==> src/rtl/pipeline_pkg.sv <==
// Shared definitions for the pipelined RISC-V core front end.
package pipeline_pkg;

   typedef enum logic [1:0] {
      IDLE     = 2'd0,
      REQ      = 2'd1,
      WAIT_RSP = 2'd2,
      HOLD     = 2'd3
   } fetch_state_e;

   localparam int          PC_INC           = 4;
   localparam logic [31:0] RESET_PC_DEFAULT = 32'h0000_0000;

endpackage

==> src/rtl/fetch_controller.sv <==
// Instruction-fetch sequencer: steers program_counter, issues single-outstanding
// imem requests, buffers the fetched word under stall and applies EX redirects.
module fetch_controller
   import pipeline_pkg::*;
#(
   parameter int            AW       = 32,
   parameter logic [AW-1:0] RESET_PC = AW'(RESET_PC_DEFAULT)
) (
   input  logic          clk,
   input  logic          rst,
   input  logic [AW-1:0] pc,
   output logic          pc_en,
   output logic [AW-1:0] pc_next,
   output logic          imem_req,
   output logic [AW-1:0] imem_addr,
   input  logic          imem_gnt,
   input  logic          imem_rvalid,
   input  logic [31:0]   imem_rdata,
   input  logic          stall,
   input  logic          redirect_valid,
   input  logic [AW-1:0] redirect_pc,
   output logic          fetch_valid,
   output logic [AW-1:0] fetch_pc,
   output logic [31:0]   fetch_instr
);

   fetch_state_e  state, state_nxt;
   logic          kill, kill_nxt;
   logic [AW-1:0] kill_pc, kill_pc_nxt;
   logic [31:0]   hold_instr, hold_instr_nxt;

   logic          load;
   logic [AW-1:0] load_val;
   logic          req;
   logic          fv;
   logic [AW-1:0] fpc;
   logic [31:0]   finstr;

   always_ff @(posedge clk) begin
      if (rst) begin
         state      <= IDLE;
         kill       <= 1'b0;
         kill_pc    <= '0;
         hold_instr <= '0;
      end else begin
         state      <= state_nxt;
         kill       <= kill_nxt;
         kill_pc    <= kill_pc_nxt;
         hold_instr <= hold_instr_nxt;
      end
   end

   always_comb begin
      state_nxt      = state;
      kill_nxt       = kill;
      kill_pc_nxt    = kill_pc;
      hold_instr_nxt = hold_instr;
      load           = 1'b0;
      load_val       = '0;
      req            = 1'b0;
      fv             = 1'b0;
      fpc            = '0;
      finstr         = '0;
      case (state)
         IDLE: begin
            load      = 1'b1;
            load_val  = RESET_PC;
            state_nxt = REQ;
         end
         REQ: begin
            req = !redirect_valid;
            if (redirect_valid) begin
               load     = 1'b1;
               load_val = redirect_pc;
            end else if (imem_gnt) begin
               state_nxt = WAIT_RSP;
            end
         end
         WAIT_RSP: begin
            // A redirect seen while the request is in flight is remembered so the
            // stale response can be dropped; the newest target always wins.
            if (!imem_rvalid) begin
               if (redirect_valid) begin
                  kill_nxt    = 1'b1;
                  kill_pc_nxt = redirect_pc;
               end
            end else if (kill || redirect_valid) begin
               load      = 1'b1;
               load_val  = redirect_valid ? redirect_pc : kill_pc;
               kill_nxt  = 1'b0;
               state_nxt = REQ;
            end else begin
               fv     = 1'b1;
               fpc    = pc;
               finstr = imem_rdata;
               if (!stall) begin
                  load      = 1'b1;
                  load_val  = pc + AW'(PC_INC);
                  state_nxt = REQ;
               end else begin
                  hold_instr_nxt = imem_rdata;
                  state_nxt      = HOLD;
               end
            end
         end
         HOLD: begin
            if (redirect_valid) begin
               load      = 1'b1;
               load_val  = redirect_pc;
               state_nxt = REQ;
            end else begin
               fv     = 1'b1;
               fpc    = pc;
               finstr = hold_instr;
               if (!stall) begin
                  load      = 1'b1;
                  load_val  = pc + AW'(PC_INC);
                  state_nxt = REQ;
               end
            end
         end
         default: state_nxt = IDLE;
      endcase
   end

   // Outputs read as their reset values while rst is held; loads are word aligned.
   assign pc_en       = !rst && load;
   assign pc_next     = (!rst && load) ? (load_val & ~AW'(3)) : '0;
   assign imem_req    = !rst && req;
   assign imem_addr   = pc;
   assign fetch_valid = !rst && fv;
   assign fetch_pc    = rst ? '0 : fpc;
   assign fetch_instr = rst ? '0 : finstr;

endmodule
==> config.mk <==
export PLATFORM = sky130hd
export DESIGN_NAME = fetch_controller
export DESIGN_NICKNAME = d
export VERILOG_FILES = /design/src/rtl/pipeline_pkg.sv /design/src/rtl/fetch_controller.sv
export SDC_FILE = /design/constraint.sdc
export NUM_CORES = 1
export LEC_CHECK = 0
export BUFFER_PORTS_ARGS = -buffer_cell sky130_fd_sc_hd__buf_2
export CAP_MARGIN = 20
export CORE_ASPECT_RATIO = 0.9
export CORE_MARGIN = 3
export CORE_UTILIZATION = 50
export CTS_CLUSTER_DIAMETER = 60
export DETAILED_ROUTE_END_ITERATION = 16
export GPL_TIMING_DRIVEN = 1
export PLACE_DENSITY = 0.87
export SYNTH_ARGS = -nofsm -noshare
export SYNTH_HDL_FRONTEND = slang
export SYNTH_SLANG_ARGS = --single-unit
==> constraint.sdc <==
create_clock -name clk -period 5.9 [get_ports clk]
set_input_delay 1.18 -clock clk [delete_from_list [all_inputs] [get_ports clk]]
set_output_delay 1.18 -clock clk [all_outputs]
set_load 0.02 [all_outputs]
==> out/results.tsv <==
metric	value	unit
ir_worst_vdd	0.0001498	V
synth-seq-cells	65	
synth_common_cells	nand2_1, a21oi_1, dfxtp_1	
gp_congestion	0.8941	
first_iter_violations	468	
cp.arrival	3390	ps
hold_path_depth	2	
cp.required	4720	ps
ant_nets	0	
highest_layer	met5	
drt-met1-wl	5.944	mm
p_leak	2.286	nW
wire_per_inst	15.91	um
synth_top_cell_by_area	dfxtp_1	
synth-edff-count	0	
ys_types	51	
drv_slew	0	
slew_headroom	0.3428	
hp-class	register to register	
antenna_cells	0	
fin_skew	8.647	ps
crit_type	input pin to primary output	
routed_wirelength	14.86	mm
yosys-top-cells-area	dfxtp_1, nand2_1, a22oi_1	
die-area	10210	um2
antenna_found_initial	1	
die_x	106.2	um
clock_path_buffers	2	
synth.top_cell.area_share	0.2882	
cts.sink_count	65	
rsz0062_at_grt	false	
max_stage_delay	580	ps
setup_violations	0	
cpMostUsedCell	buf_2	
path_max_fanout	6	
cts_tree	done	
grt_start_max_net_pins	53	
syn_area_per_cell	7.032	um2
ctsResizeCount	0	
r2r-end	hold_instr[12]$_SDFFE_PP0P_	
syn_area	4514	um2
drt_first_pass_iters	7	
start_util	0.5196	
synthCells	642	
end_kind	primary output	
overflow	0	
power.total	1.002	mW
path_clk_slew	70	ps
fmax	218.9	MHz
port_buffers	228	
final_util	0.6495	
final.fill_count	825	
core	8688	um2
synthFlopType	dfxtp_1	
post_cts_buffers	0	
fin_crit_sh	0.7742	
drive_gt1_frac	0.3350	
r2r_slack	3650	ps
p_per_area	177.5	nW/um2
grt_usage	0.2702	
hold_viol_final	0	
holdBufCountCts	0	
vias_per_cell	5.717	
worst_pin_slew	985.8	ps
fin_crit	4568	ps
dr_wl_met3	1.350	mm
hpwl	10.73	mm
async_flop_share	0	
rr_worst_depth	9	
grt_first_pass_wirelength	22.69	mm
min_to	hold_instr[2]$_SDFFE_PP0P_	
fin_nets	919	
rows	32	
cts-root-buf	clkbuf_8	
htreeDepth	3	
synthMostInstantiatedCell	nand2_1	
fin_setup_tns	0	ps
area_growth	25.00	%
crit_slowest_cell	nor4_4	
drc	0	
critPathLaunchType	input pin	
yosysWarnings	0	
clk_latency	340	ps
vias	5340	
ios	233	
grt_pass1_vias	4762	
cts_buffers	9	
synth_seq_area_share	0.2882	
path_cells	buf_2 -> ha_1 -> nand4_1 -> nor4_4 -> nand3_1 -> or3_1 -> a31oi_1 -> buf_2	
cap_viol_max_count	0	
wl_met2	7.276	mm
min_from	hold_instr[2]$_SDFFE_PP0P_	
worst_r2r_startpoint	state[0]$_SDFFE_PP0P_	
status	finished, final reports clean	
die_y	96.15	um
-- power breakdown --
part	total, mW	internal [mW]	leakage [nW]	switching, mW
clock network	0.334	0.160	0.0802	0.174
logic	0.218	0.0788	1.68	0.139
registers	0.450	0.445	0.524	0.00525
total	1.00	0.683	2.29	0.318
-- worst max-delay path by stage --
| stage | start | to | depth (start not counted) |
|---|---|---|---|
| finish | pc[2] | pc_next[22] | 8 |
| global route | pc[2] | pc_next[22] | 8 |
| CTS | pc[2] | pc_next[22] | 8 |
| detailed placement | pc[2] | pc_next[22] | 8 |
| global placement | pc[2] | pc_next[30] | 8 |
| floorplan | pc[2] | pc_next[30] | 6 |
-- worst max-delay path, delay by kind of cell --
kind	cells	cell delay, ps
and+or+nand+nor	4	1430
buffers and inverters	2	330
adders and majority gates	1	220
AOI/OAI and AO/OA	1	220
-- metrics by stage --
stage               hold slack, ps  instances  setup WS [ps]  instance area, um2
global route                 473.9        934           1250                5643
floorplan                    435.7        643           1835                4518
global placement             440.9        918           1523                5445
finish                       456.6        934           1332                5643
detailed placement           448.5        918           1419                5445
CTS                          459.1        933           1410                5615
-- kinds of logic after synthesis --
group / after synthesis / synth area share
DFF: 65 / 0.2882
and+or+nand+nor: 292 / 0.3079
AOI/OAI and AO/OA: 173 / 0.2481
buffers and inverters: 91 / 0.1111
xor gates and xnor gates: 14 / 0.02716
other: 1 / 0.0008307
adders and majority gates: 6 / 0.01663
-- sequential cells by signal, indices dropped and copies added, names as in the netlist --
register    flops
hold_instr     32
state           2
kill            1
kill_pc        30
-- cells in the final DEF, fill, tap and decap left out, drive strengths merged, types with 3 or more instances in the layout --
cell        n
a31oi       7
a222oi     12
and2       28
clkinvlp    3
a21oi      75
nor4        7
nor2       53
inv         8
and3        3
o31a        5
o21ai      10
xor2        8
a22oi      50
dfxtp      65
or4         3
buf       240
nand2b      3
xnor2       6
and4        3
o22ai       3
nor3       13
nand2     138
ha          6
or3         8
nand3      17
o21a        3
nand4       9
clkbuf     10
-- final cells by class --
class	instances	area (um2)	share of cell area
sequential	65	1301	0.2306
clock inverter	5	32.53	0.005765
inverter	8	30.03	0.005322
timing repair buffer	240	1251	0.2217
clock buffer	10	137.6	0.02439
tap	119	148.9	0.02639
multi-input combinational	487	2741	0.4858
-- metal layers --
metal,up-vias,track usage
met5,-,0
met4,2,0.08630
met3,30,0.05097
met2,276,0.4747
met1,2470,0.3362
li1,2562,-
(Power assumes the default switching activity.)
